**src/rtl/bus_arbiter.sv**
```systemverilog
// Round-robin tri-state bus arbiter; the timeout feature is built only when BUS_ARB_TIMEOUT_EN is defined.
// Latency: REQ->GNT 1 edge, REQ->EN 2 edges, release->EN low 1 edge, then TURN_CYCLES dead cycles.
// Backpressure: requesters hold REQ until served; requests are not latched outside arbitration points.
module bus_arbiter #(
  parameter int N           = 4,
  parameter int TURN_CYCLES = 1,
  parameter int MAX_HOLD    = 8
) (
  input  logic                 clk,
  input  logic                 rst_n,
  input  logic [N-1:0]         req,
  output logic [N-1:0]         gnt,
  output logic [N-1:0]         en,
  output logic [$clog2(N)-1:0] owner,
  output logic                 busy,
  output logic                 abort
);

  localparam int PW = $clog2(N);
  localparam logic [2:0] TURN_LAST = 3'(TURN_CYCLES - 1);

  typedef enum logic [1:0] {S_IDLE, S_ARM, S_DRIVE, S_TURN} state_t;

  state_t        state;
  logic [PW-1:0] ptr;
  logic [PW-1:0] nxt_ptr;
  logic [PW-1:0] win_idx;
  logic          win_vld;
  logic [2:0]    turn_cnt;

  function automatic logic [N-1:0] onehot(input logic [PW-1:0] i);
    onehot    = '0;
    onehot[i] = 1'b1;
  endfunction

  // Scan downwards so the lowest offset from ptr wins.
  always_comb begin
    int            j;
    logic [PW-1:0] idx;
    j       = 0;
    idx     = '0;
    win_vld = 1'b0;
    win_idx = '0;
    for (int k = N - 1; k >= 0; k--) begin
      j = int'(ptr) + k;
      if (j >= N) j = j - N;
      idx = PW'(j);
      if (req[idx]) begin
        win_vld = 1'b1;
        win_idx = idx;
      end
    end
  end

  assign nxt_ptr = (owner == PW'(N - 1)) ? '0 : owner + 1'b1;

`ifdef BUS_ARB_TIMEOUT_EN
  localparam logic [7:0] HOLD_LAST = 8'(MAX_HOLD - 1);
  logic [7:0] hold_cnt;
`else
  assign abort = 1'b0;
`endif

  always_ff @(posedge clk or negedge rst_n) begin
    if (!rst_n) begin
      state    <= S_IDLE;
      ptr      <= '0;
      owner    <= '0;
      gnt      <= '0;
      en       <= '0;
      busy     <= 1'b0;
      turn_cnt <= '0;
`ifdef BUS_ARB_TIMEOUT_EN
      hold_cnt <= '0;
      abort    <= 1'b0;
`endif
    end else begin
`ifdef BUS_ARB_TIMEOUT_EN
      abort <= 1'b0;
`endif
      case (state)
        S_IDLE: begin
          if (win_vld) begin
            state <= S_ARM;
            owner <= win_idx;
            gnt   <= onehot(win_idx);
            busy  <= 1'b1;
          end
        end
        S_ARM: begin
          if (req[owner]) begin
            state <= S_DRIVE;
            en    <= gnt;
`ifdef BUS_ARB_TIMEOUT_EN
            hold_cnt <= '0;
`endif
          end else begin
            // Nothing was driven, so skip turnaround and keep the pointer.
            state <= S_IDLE;
            gnt   <= '0;
            busy  <= 1'b0;
          end
        end
        S_DRIVE: begin
          if (!req[owner]) begin
            state    <= S_TURN;
            gnt      <= '0;
            en       <= '0;
            ptr      <= nxt_ptr;
            turn_cnt <= TURN_LAST;
          end
`ifdef BUS_ARB_TIMEOUT_EN
          else if (hold_cnt >= HOLD_LAST) begin
            state    <= S_TURN;
            gnt      <= '0;
            en       <= '0;
            ptr      <= nxt_ptr;
            turn_cnt <= TURN_LAST;
            abort    <= 1'b1;
          end else begin
            hold_cnt <= hold_cnt + 8'd1;
          end
`endif
        end
        S_TURN: begin
          if (turn_cnt == 3'd0) begin
            if (win_vld) begin
              state <= S_ARM;
              owner <= win_idx;
              gnt   <= onehot(win_idx);
            end else begin
              state <= S_IDLE;
              busy  <= 1'b0;
            end
          end else begin
            turn_cnt <= turn_cnt - 3'd1;
          end
        end
        default: state <= S_IDLE;
      endcase
    end
  end

  a_en_onehot0:  assert property (@(posedge clk) disable iff (!rst_n) $onehot0(en));
  a_gnt_onehot0: assert property (@(posedge clk) disable iff (!rst_n) $onehot0(gnt));
  a_en_gnt:      assert property (@(posedge clk) disable iff (!rst_n) (en != '0) |-> (en == gnt));
  a_no_handoff:  assert property (@(posedge clk) disable iff (!rst_n)
                                  (en != '0 && $past(en) != '0) |-> (en == $past(en)));

endmodule

```
**config.mk**
```make
export PLATFORM = sky130hd
export DESIGN_NAME = bus_arbiter
export DESIGN_NICKNAME = d
export VERILOG_FILES = /design/src/rtl/bus_arbiter.sv
export SDC_FILE = /design/constraint.sdc
export NUM_CORES = 1
export LEC_CHECK = 0
export ABC_AREA = 1
export BUFFER_PORTS_ARGS = -buffer_cell sky130_fd_sc_hd__buf_2
export CORE_UTILIZATION = 40
export DETAILED_ROUTE_END_ITERATION = 6
export PLACE_DENSITY_LB_ADDON = 0.08
export SYNTH_ARGS = -nofsm -noshare
export SYNTH_HDL_FRONTEND = slang
export SYNTH_SLANG_ARGS = --single-unit
```
**constraint.sdc**
```tcl
create_clock -name clk -period 1.6 [get_ports clk]
set_input_delay 0.24 -clock clk [delete_from_list [all_inputs] [get_ports clk]]
set_output_delay 0.24 -clock clk [all_outputs]
set_load 0.01 [all_outputs]
```
### Word-level counts from Yosys, hierarchy flattened

Cells that the tools add are included.

| word-level totals | value |
|---|---|
| output and inout bits | 12 |
| flip-flop bits (word level) | 18 |
| word-level logic and storage cells | 103 |
| input port bits | 6 |

| cells by class | value |
|---|---|
| muxes and demuxes | 48 |
| reductions and logical operators | 15 |
| add/subtract/negate cells | 9 |
| eq/ne operators | 12 |
| bitwise logic cells | 1 |
| magnitude comparators | 11 |

Operator list:

| operator | count |
|---|---|
| 2-bit two-way mux | 15 |
| 2-bit by 3-bit < comparator with 1-bit output, second input constant | 6 |
| 4-bit two-way mux | 4 |
| 2-bit inequality test, second input constant | 8 |
| 1-bit two-way mux | 15 |
| 4-bit one-hot mux with 3 select lines | 1 |
| 1-bit binary-select mux with 2-bit select | 5 |
| 3-bit >= comparator, second input constant | 3 |
| 3-bit AND reduction | 3 |
| 2-bit one-hot mux with 4 select lines | 1 |
| 4-bit one-hot mux with 2 select lines | 1 |
| 2-bit by 1-bit subtractor with 2-bit output, second input constant | 4 |
| 2-bit by 2-bit adder with 3-bit output, second input constant | 2 |
| 2-bit == test, second input constant | 3 |
| 3-bit two-way mux | 2 |
| 3-bit one-hot mux with 2 select lines | 1 |
| 2-bit AND reduction | 3 |
| 2-bit nonzero test | 3 |
| 5-bit AND reduction | 1 |
| 2-bit one-hot mux with 2 select lines | 1 |
| 2-bit by 1-bit adder with 3-bit output, second input constant | 1 |
| 2-bit by 3-bit >= comparator with 1-bit output, second input constant | 1 |
| 3-bit logical NOT | 1 |
| 1-bit one-hot mux with 3 select lines | 1 |
| 10 further kinds | 10 |

### Longest topological paths before layout

Gate-level depths: netlist of run 1.

| depth | value |
|---|---|
| depth after elaboration | 16 |
| gate-level depth with buffers | 11 |
| gate-level depth less buffers | 11 |

### Worst setup path after synthesis of run 1

Ideal clock, no wire load.

| timing | value |
|---|---|
| kind | register -> register |
| from | register state[0] |
| to | register gnt[0] |
| path buffers | 0 |
| period minus slack after synthesis | 1.385 ns |
| cell stages (with the launch flop) | 9 |
| slack | 0.215 ns |
| data required time | 1.475 ns |
| arrival time | 1.260 ns |
| setup time | 0.125 ns |
| cell sequence | dfrtp_1 > inv_1 > ha_1 > inv_1 > nand3_1 > nand3_1 > nand2_1 > inv_1 > o21bai_1 |

| between the ends | value |
|---|---|
| cells in the longest elaborated chain, start to end | 4 |
| elaborated cells on any way between the ends | 9 |
| those cells by class | eq/ne: 5; mux: 1; reduce/logical: 3 |

Ends and longest elaborated chain:

| element | RTL line | text |
|---|---|---|
| start: declaration | 24 | `state_t state;` |
| start signal: assignment | 66 | `state <= S_IDLE;` |
| start signal: assignment | 84 | `state <= S_ARM;` |
| start signal: assignment | 92 | `state <= S_DRIVE;` |
| 2-bit == test / 2-bit by 1-bit == test with 1-bit output (equally long branches) | 81 | `case (state)` |
| 2-bit OR reduction (no source line) | - |  |
| 2-bit inequality test (no source line) | - |  |
| 2-bit AND reduction (no source line) | - |  |
| end signal: assignment | 86 | `gnt <= onehot(win_idx);` |
| end signal: assignment | 130 | `gnt <= onehot(win_idx);` |
| end: declaration | 12 | `output logic [N-1:0] gnt,` |

Parallel ways exist; a longest one is shown, timed or not.
A chain may end at the register's enable or synchronous reset.

### Final worst setup path of run 1

Same ends and word-level chain as after synthesis.

==> run_results.csv, run 1 <==
group,metric,value,unit
clocking,clockBufferDepth,2,
route,postRouteAntennaNets,0,
sta,whs,0.3904,ns
critical_path,ff2ff_path_depth,6,
critical_path,critPathRequiredTime,1.79,ns
cells_and_area,antenna_cells,0,
sta,setup_viol,0,
grt,grt_pass1_vias,1028,
power_and_ir_drop,power_density,2042,nW/um2
clocking,clk_latency,0.30,ns
sta,maxSlewViolCount,0,
power_and_ir_drop,power.switching,1.457,mW
critical_path,arrival,1.72,ns
floorplan,die-area,3252,um2
floorplan,num_rows,19,
clocking,numCtsBuffers,3,
critical_path,crit_path_max_incr_delay,0.44,ns
cells_and_area,layout.nets,211,
route,first_pass_iters,6,
logic_synthesis,yosysUniqueCellTypes,21,
floorplan,core_area,2805,um2
critical_path,slowest_stage,"dfrtp_1",
cells_and_area,fin_cells,227,
critical_path,timing.rr.start,"state[0]$_DFFE_PN0P_",
logic_synthesis,netlist_area,1211,um2
sta,period_share,95.68,%
logic_synthesis,yosys_warnings,0,
route,post_drt_wl_per_cell,11.94,um
sta,period_minus_slack,1.531,ns
power_and_ir_drop,comb_power_share,63.1,%
route,drc,4,
placement,hpwl,2016,um
worst_hold_path,hp-class,"input port to async pin",
grt,grt-busiest-layer,"met2",
critical_path,r2r-end,"gnt[0]$_DFFE_PN0P_",
power_and_ir_drop,seqPwrFrac,27.0,%
logic_synthesis,ys_ff_latch,18,
power_and_ir_drop,switching_share,48.95,%
power_and_ir_drop,cellLeakagePower,0.7962,nW
placement,io_buffers,16,
critical_path,path_common_cell,"nand2_1",
critical_path,critical_path.cell_chain,"ha_1 -> nand2_1 -> nand3_1 -> nand2_1 -> inv_1 -> o21bai_1",
grt,grt_pass1_wl,4526,um
critical_path,crit_fanout,6,
cells_and_area,postLayoutCoreUtil,51.96,%
outcome,failed_checks,"design-rule violations",
sta,finalClockSkew,0.003120,ns
grt,grt_use_met2,28.24,%
outcome,status,"complete, but fails checks",
clocking,htree_levels,1,
clocking,cts_tree,"done",
critical_path,crit_start,"state[0]$_DFFE_PN0P_",
run,drv_cap,0,
grt,use_met3,2.268,%
clocking,cts.clk_slew.worst_paths,0.11,ns
power_and_ir_drop,peakVddDrop,0.7498,mV
grt,use_met1,24.96,%
sta,hold_viol,0,
placement,place_ws,0.03893,ns
placement,place.gp.congestion,0.8355,
logic_synthesis,synth_fp_nets,186,
logic_synthesis,yosysSeqAreaShare,37.19,%
critical_path,worstSetupStartpointType,"register",
power_and_ir_drop,p_clk_share,9.9,%
floorplan,die_y,57.03,um
sta,fmax,653.2,MHz
critical_path,reg2reg_slack,0.07,ns
grt,grt_max_degree,19,
route,via_per_inst,5.004,
logic_synthesis,synth_cells,172,
critical_path,cp-end-kind,"register",
grt,grt_use_total,17.76,%
critical_path,critPathKind,"register to register",
route,vias,1136,
clocking,cts_sinks,18,
floorplan,ios,18,
clocking,root_buffer,"clkbuf_4",
sta,worst_slack,0.06906,ns
route,drtIter0Drc,60,
floorplan,initial_core_util,43.18,%
cells_and_area,layout-drive-gt1-share,22.96,%
route,wirelength,2711,um
placement,dp_cells,221,
power_and_ir_drop,p_int,1.519,mW
grt,gr-total-overflow,0,
grt,antenna_found_initial,0,
floorplan,die_w,57.03,um
logic_synthesis,synth_area_per_cell,7.042,um2
cells_and_area,area_growth,20.35,%
routing by layer:
| layer | share of wire [%] | routed length [um] |
|---|---|---|
| met1 | 51 | 1382 |
| met2 | 43 | 1161 |
| met3 | 4.7 | 128 |
| met4 | 1.4 | 38 |
| met5 | 0 | 0 |
placed cells by master, fill, tap and decap left out:
| cell type | count |
|---|---|
| nand2_1 | 46 |
| inv_1 | 28 |
| nand3_1 | 21 |
| dfrtp_1 | 17 |
| buf_2 | 16 |
| o21ai_0 | 12 |
| ha_1 | 7 |
| a21oi_1 | 6 |
| nor2_1 | 5 |
| buf_4 | 5 |
| nand2_2 | 4 |
| inv_2 | 3 |
| nor2_4 | 3 |
| clkbuf_4 | 3 |
| nor2_2 | 2 |
| o21ai_1 | 2 |
| o21bai_1 | 2 |
| nand4_1 | 2 |
| a21oi_4 | 1 |
| o32ai_1 | 1 |
| o21ai_2 | 1 |
| o21ai_4 | 1 |
| a21oi_2 | 1 |
| nand3_2 | 1 |
| or2_2 | 1 |
| ha_4 | 1 |
| conb_1 | 1 |
| clkbuf_8 | 1 |
| dlygate4sd3_1 | 1 |
| dfrtp_2 | 1 |
worst max path at each step:
stage | endpoint | slack (ns) | depth (start not counted)
finish | gnt[0]$_DFFE_PN0P_ | 0.07 | 6
global route | en[3]$_DFFE_PN0P_ | -0.008 | 8
CTS | gnt[0]$_DFFE_PN0P_ | 0.02 | 8
detailed placement | gnt[0]$_DFFE_PN0P_ | 0.04 | 8
global placement | gnt[0]$_DFFE_PN0P_ | 0.06 | 8
floorplan | gnt[0]$_DFFE_PN0P_ | 0.22 | 8
timing repair:
action,in CTS,in global routing
endpoints found under the setup margin,0,17
hold buffers,1,0
resized for setup,0,17
endpoints found under the hold margin,18,0
setup buffers,0,1
cells by family after synthesis:
group | Yosys count | synth area share (%)
other cells | 1 | 0.3096
buf+inv | 33 | 11.16
compound gates | 27 | 12.19
simple gates | 85 | 30.89
fa+ha+maj | 8 | 8.265
flops | 18 | 37.19
synthesized netlist by cell type:
cell,count,share of area [%]
a21oi_1,7,2.9
a21oi_2,1,0.72
buf_4,1,0.62
buf_6,1,0.93
conb_1,1,0.31
dfrtp_1,18,37
ha_1,8,8.3
inv_1,31,9.6
nand2_1,49,15
nand2_2,1,0.52
nand3_1,21,8.7
nand3_2,1,0.83
nand4_1,2,1.0
nor2_1,7,2.2
nor2_2,2,1.0
nor2_4,1,0.93
o21ai_0,12,5.0
o21ai_1,4,1.7
o21bai_1,2,1.2
o32ai_1,1,0.72
or2_2,1,0.52
cell type report:
cell class	instances	area, um2
well taps	31	38.79
flip-flops and latches	18	451.7
inverters	31	116.4
fillers	276	1348
multi-input cells	121	686.9
clock buffers	4	36.28
repair buffers	22	127.6
worst max-delay path: cells and delay by family (launching register included):
family          cells  cell delay (ns)
compound gates      1             0.14
fa+ha+maj           1             0.28
buf+inv             1             0.04
flops               1             0.44
simple gates        3             0.53
state kept, by name, summed over array words and instances, names as in the netlist, named ones only:
signal,count
busy,1
en,4
gnt,4
owner,2
ptr,2
state,1
turn_cnt,3
through the flow:
| stage | total power, mW | TNS (ns) | cell area (um2) |
|---|---|---|---|
| global route | 3.312 | -0.02262 | 1458 |
| global placement | 2.480 | 0 | 1341 |
| detailed placement | 2.505 | 0 | 1341 |
| floorplan | 2.046 | 0 | 1211 |
| finish | 2.976 | 0 | 1458 |
| CTS | 2.811 | 0 | 1388 |
power by group through the flow:
| stage | registers (mW) | clock network (mW) | logic (mW) |
|---|---|---|---|
| 2_1_floorplan | 0.839 | 0 | 1.21 |
| 3_3_place_gp | 0.802 | 0 | 1.68 |
| 3_5_place_dp | 0.811 | 0 | 1.69 |
| 4_1_cts | 0.804 | 0.298 | 1.71 |
| 5_1_grt | 0.830 | 0.318 | 2.16 |
| 6_report | 0.804 | 0.294 | 1.88 |
Power figures use the tool's default switching activity.
==> inputs of run 2 (changes only) <==
ABC_AREA = default   (was 1)
REMOVE_ABC_BUFFERS = 1   (was default)
==> run_results.csv, run 2 <==
group,metric,value,unit
sta,fin_tns_setup,-1.016,ns
placement,io_buffers,16,
logic_synthesis,synth_common_cells,"18 x dfrtp_1, 15 x nor2_1, 8 x ha_1, 8 x nand2_1, 7 x a21oi_1",
power_and_ir_drop,power_density,2033,nW/um2
logic_synthesis,synth_top_area_cell,"dfrtp_1",
route,drtIter0Drc,22,
critical_path,critPathRequiredTime,1.79,ns
route,drc,0,
run,drv_cap,0,
route,wirelength,2697,um
clocking,root_buffer,"clkbuf_4",
clocking,cts_tree,"done",
cells_and_area,area_growth,45.98,%
grt,gr-total-overflow,0,
cells_and_area,design_area,1589,um2
grt,grt_pass1_vias,958,
logic_synthesis,yosysSeqAreaShare,41.38,%
floorplan,die_w,54.17,um
route,post_drt_wl_per_cell,13.49,um
outcome,failed_checks,"negative setup slack",
cells_and_area,top_regs,"en x4, gnt x4, turn_cnt x3",
route,postRouteAntennaNets,0,
cells_and_area,antenna_cells,0,
floorplan,die_y,54.17,um
logic_synthesis,yosys.area.top_type_share,41.38,%
clocking,htree_levels,1,
logic_synthesis,synthFlopType,"dfrtp_1",
logic_synthesis,netlist_area,1089,um2
grt,grt_pass1_wl,4077,um
critical_path,crit_fanout,2,
outcome,status,"complete, but fails checks",
cells_and_area,num-fill-cells,220,
route,via_per_inst,5.435,
sta,fmax,555.4,MHz
sta,hold_viol,0,
floorplan,ios,18,
placement,hpwl,2085,um
power_and_ir_drop,peakVddDrop,1.195,mV
cells_and_area,layout-drive-gt1-share,47.65,%
floorplan,num_rows,18,
cells_and_area,mostFrequentLayoutCells,"40 x buf_4, 17 x dfrtp_1, 16 x buf_2",
logic_synthesis,synthTopCellsByArea,"dfrtp_1 41%, ha_1 9.2%, nor2_1 5.2%, mux2_2 4.1%, a32o_1 3.7%",
clocking,cts_sinks,18,
sta,worst_slack,-0.2006,ns
logic_synthesis,synth-edff-count,0,
placement,postPlaceCellArea,1435,um2
sta,maxSlewViolCount,0,
clocking,clk_latency,0.29,ns
critical_path,arrival,1.99,ns
floorplan,core_area,2522,um2
sta,finalClockSkew,0.001410,ns
floorplan,die-area,2934,um2
grt,grt_use_total,19.75,%
route,first_pass_iters,4,
floorplan,initial_core_util,43.15,%
critical_path,cp-end-kind,"register",
worst_hold_path,hp-class,"input port to async pin",
route,vias,1087,
sta,period_share,112.5,%
power_and_ir_drop,cellLeakagePower,0.7840,nW
clocking,numCtsBuffers,3,
sta,period_minus_slack,1.801,ns
logic_synthesis,yosysUniqueCellTypes,38,
logic_synthesis,synth_cells,113,
critical_path,ff2ff_path_depth,4,
sta,setup_viol,14,
grt,grt_max_degree,19,
logic_synthesis,yosys_warnings,0,
cells_and_area,layout.nets,185,
grt,antenna_found_initial,0,
logic_synthesis,synth_area_per_cell,9.633,um2
placement,place.gp.congestion,0.8135,
clocking,clockBufferDepth,2,
sta,rsz0062_at_grt,"true",
logic_synthesis,yosysMostFrequentCell,"dfrtp_1",
critical_path,critPathKind,"register to register",
critical_path,worstSetupStartpointType,"register",
cells_and_area,final_common_cell,"buf_4",
clocking,cts.clk_slew.worst_paths,0.11,ns
logic_synthesis,ys_ff_latch,18,
logic_synthesis,async_reset_ff_share,100.0,%
==> run 2: cell types whose count changed in the layout (fill, tap and decap cells not counted), moves of 3 or more <==
cell | before | now
o21ai_0 | 12 | 1
nand2_2 | 4 | 0
buf_4 | 5 | 40
inv_1 | 28 | 2
nand2_1 | 46 | 8
nor2_1 | 5 | 14
o22ai_1 | 0 | 4
nand3_1 | 21 | 4
nor3_1 | 0 | 3
a32o_1 | 0 | 4
==> run 2: stage by stage <==
step	setup WS [ns]	hold slack [ns]	utilization, %	power, mW	std cells
2_1_floorplan	-0.4258	-0.05559	-	1.835	109
3_3_place_gp	-0.2264	0.1970	56.89	2.580	189
3_5_place_dp	-0.2521	0.2015	56.89	2.651	189
4_1_cts	-0.2263	0.4114	60.22	3.045	195
5_1_grt	-0.2417	0.4461	63.00	3.494	200
6_report	-0.2006	0.3987	63.00	3.231	200
==> run 2: worst max-delay path, cell delays in order (launching register included) <==
cell and delay (ns):
dfrtp_1 0.38, mux4_2 0.51, and2_4 0.16, or4b_1 0.46
a22o_1 0.19
==> run 2: cells by family (layout without fill, tap and decap cells) <==
family	Yosys count	in the layout	synth area share [%]
AOI/OAI and AO/OA	28	28	18.51
adders and majority gates	8	8	9.196
buffers and inverters	11	68	4.828
DFF	18	18	41.38
muxes	7	7	8.046
other	1	1	0.3445
and+or+nand+nor	40	40	17.70
==> run 2: final cells by class <==
| cell class | count | area [um2] | share of cell area, % |
|---|---|---|---|
| multi-input combinational | 84 | 646.9 | 40.71 |
| sequential | 18 | 451.7 | 28.43 |
| timing repair buffer | 57 | 390.4 | 24.57 |
| tap | 30 | 37.54 | 2.362 |
| clock buffer | 4 | 36.28 | 2.283 |
| inverter | 7 | 26.28 | 1.654 |
==> run 2: power breakdown <==
| part | internal (mW) | switching (mW) | total [mW] |
|---|---|---|---|
| registers | 0.671 | 0.173 | 0.845 |
| clock network | 0.138 | 0.146 | 0.285 |
| logic | 1.17 | 0.934 | 2.10 |
==> run 2: path summary, 6_finish.rpt <==
kind | startpoint | endpoint | slack (ns)
hold reg to reg | gnt[2]$_DFFE_PN0P_ | gnt[2]$_DFFE_PN0P_ | 0.54
hold / removal | rst_n | turn_cnt[2]$_DFFE_PN0P_ | 0.40
max in group asynchronous | rst_n | state[0]$_DFFE_PN0P_ | 0.89
min in group clk | gnt[2]$_DFFE_PN0P_ | gnt[2]$_DFFE_PN0P_ | 0.54
setup reg to reg | owner[0]$_DFFE_PN0P_ | busy$_DFFE_PN0P_ | -0.20
setup / recovery | owner[0]$_DFFE_PN0P_ | busy$_DFFE_PN0P_ | -0.20
==> run 2: repair_timing <==
item | CTS | global route
setup endpoints to repair | 17 | 17
resized for setup | 7 | 12
hold endpoints to repair | 18 | 0
pin swaps | 4 | 4
setup buffers | 2 | 5
hold buffers | 1 | 0
==> run 2: routing by layer <==
layer / vias to the layer above / routed length [um] / part of all wire [%] / global-route usage, %
li1: 530 / - / - / -
met3: 4 / 65 / 2.4 / 3.672
met4: 0 / 34 / 1.3 / 6.410
met5: - / 0 / 0 / 0
met1: 534 / 1201 / 45 / 23.36
met2: 19 / 1395 / 52 / 35.37
==> inputs of run 3 (changes only) <==
SETUP_SLACK_MARGIN = 0.05   (was default)
==> run_results.csv, run 3 (same netlist as run 2, synthesis figures left out) <==
group,metric,value,unit
grt,gr-total-overflow,0,
cells_and_area,layout.nets,185,
placement,hpwl,2085,um
critical_path,worstSetupStartpointType,"register",
cells_and_area,num-fill-cells,220,
critical_path,arrival,1.99,ns
critical_path,critPathRequiredTime,1.79,ns
floorplan,die_y,54.17,um
floorplan,num_rows,18,
sta,period_share,112.5,%
grt,grt_pass1_wl,4077,um
floorplan,die_w,54.17,um
sta,setup_viol,14,
critical_path,crit_fanout,2,
power_and_ir_drop,peakVddDrop,1.195,mV
sta,fmax,555.4,MHz
run,drv_cap,0,
grt,grt_pass1_vias,959,
clocking,numCtsBuffers,3,
floorplan,die-area,2934,um2
cells_and_area,top_regs,"en x4, gnt x4, turn_cnt x3",
clocking,cts_tree,"done",
worst_hold_path,hp-class,"input port to async pin",
placement,io_buffers,16,
route,post_drt_wl_per_cell,13.49,um
sta,finalClockSkew,0.001410,ns
sta,worst_slack,-0.2006,ns
clocking,htree_levels,1,
outcome,failed_checks,"negative setup slack",
sta,rsz0062_at_grt,"true",
critical_path,critPathKind,"register to register",
grt,grt_max_degree,19,
route,wirelength,2697,um
floorplan,core_area,2522,um2
floorplan,ios,18,
sta,fin_tns_setup,-1.016,ns
clocking,clk_latency,0.29,ns
sta,period_minus_slack,1.801,ns
placement,dp_cells,189,
clocking,clockBufferDepth,2,
route,drtIter0Drc,22,
floorplan,initial_core_util,43.15,%
cells_and_area,antenna_cells,0,
route,first_pass_iters,4,
placement,place.gp.congestion,0.8135,
sta,whs,0.3987,ns
power_and_ir_drop,cellLeakagePower,0.7840,nW
sta,maxSlewViolCount,0,
outcome,status,"complete, but fails checks",
route,drc,0,
grt,grt_use_total,19.75,%
cells_and_area,fin_cells,200,
route,postRouteAntennaNets,0,
sta,hold_viol,0,
cells_and_area,final_common_cell,"buf_4",
clocking,cts_sinks,18,
route,via_per_inst,5.435,
critical_path,cp-end-kind,"register",
clocking,cts.clk_slew.worst_paths,0.11,ns
power_and_ir_drop,power_density,2033,nW/um2
cells_and_area,mostFrequentLayoutCells,"40 x buf_4, 17 x dfrtp_1, 16 x buf_2",
grt,antenna_found_initial,0,
route,vias,1087,
clocking,root_buffer,"clkbuf_4",
cells_and_area,layout-drive-gt1-share,47.65,%
cells_and_area,area_growth,45.98,%
[run 3: cell counts in the layout (fill, tap and decap cells not counted)]
No cell type changed its count.
[run 3: worst paths after layout]
path                                 startpoint                 endpoint  slack (ns)  depth (start not counted)
max                        owner[0]$_DFFE_PN0P_         busy$_DFFE_PN0P_       -0.20                          4
min                                       rst_n  turn_cnt[2]$_DFFE_PN0P_        0.40                          2
max reg2reg                owner[0]$_DFFE_PN0P_         busy$_DFFE_PN0P_       -0.20                          4
min reg2reg                  gnt[2]$_DFFE_PN0P_       gnt[2]$_DFFE_PN0P_        0.54                          1
max in group asynchronous                 rst_n     state[0]$_DFFE_PN0P_        0.89                          2
min in group clk             gnt[2]$_DFFE_PN0P_       gnt[2]$_DFFE_PN0P_        0.54                          1
[run 3: layer usage]
layer	part of all wire (%)	routed length (um)	vias up	track usage (%)
li1	-	-	530	-
met1	45	1201	534	23.36
met2	52	1395	19	35.37
met3	2.4	65	4	3.672
met4	1.3	34	0	6.410
met5	0	0	-	0
[run 3: final cells by class]
type	instances	area [um2]	share of cell area, %
Inverter	7	26.28	1.654
Multi-Input combinational cell	84	646.9	40.71
Clock buffer	4	36.28	2.283
Tap cell	30	37.54	2.362
Timing Repair Buffer	57	390.4	24.57
Sequential cell	18	451.7	28.43
[run 3: per-stage QoR]
stage / worst slack [ns] / total power, mW / area, um2 / utilization, %
2_1_floorplan: -0.4258 / 1.835 / 1062 / -
3_3_place_gp: -0.2264 / 2.580 / 1435 / 56.89
3_5_place_dp: -0.2521 / 2.651 / 1435 / 56.89
4_1_cts: -0.2263 / 3.045 / 1519 / 60.22
5_1_grt: -0.2417 / 3.494 / 1589 / 63.00
6_report: -0.2006 / 3.231 / 1589 / 63.00
[run 3: worst max-delay path: stages, from the launching register on]
cell	delay (ns)
dfrtp_1	0.38
mux4_2	0.51
and2_4	0.16
or4b_1	0.46
a22o_1	0.19
[run 3: timing repair]
action / CTS / global route
setup buffers: 2 / 5
hold buffers: 1 / 0
pin swaps: 4 / 4
hold endpoints to repair: 18 / 0
gates resized for setup: 7 / 12
endpoints found under the setup margin: 17 / 17
[run 3: power breakdown]
group          total [mW]  switching [mW]  internal [mW]
combinational        2.10           0.934           1.17
sequential          0.845           0.173          0.671
clock               0.285           0.146          0.138
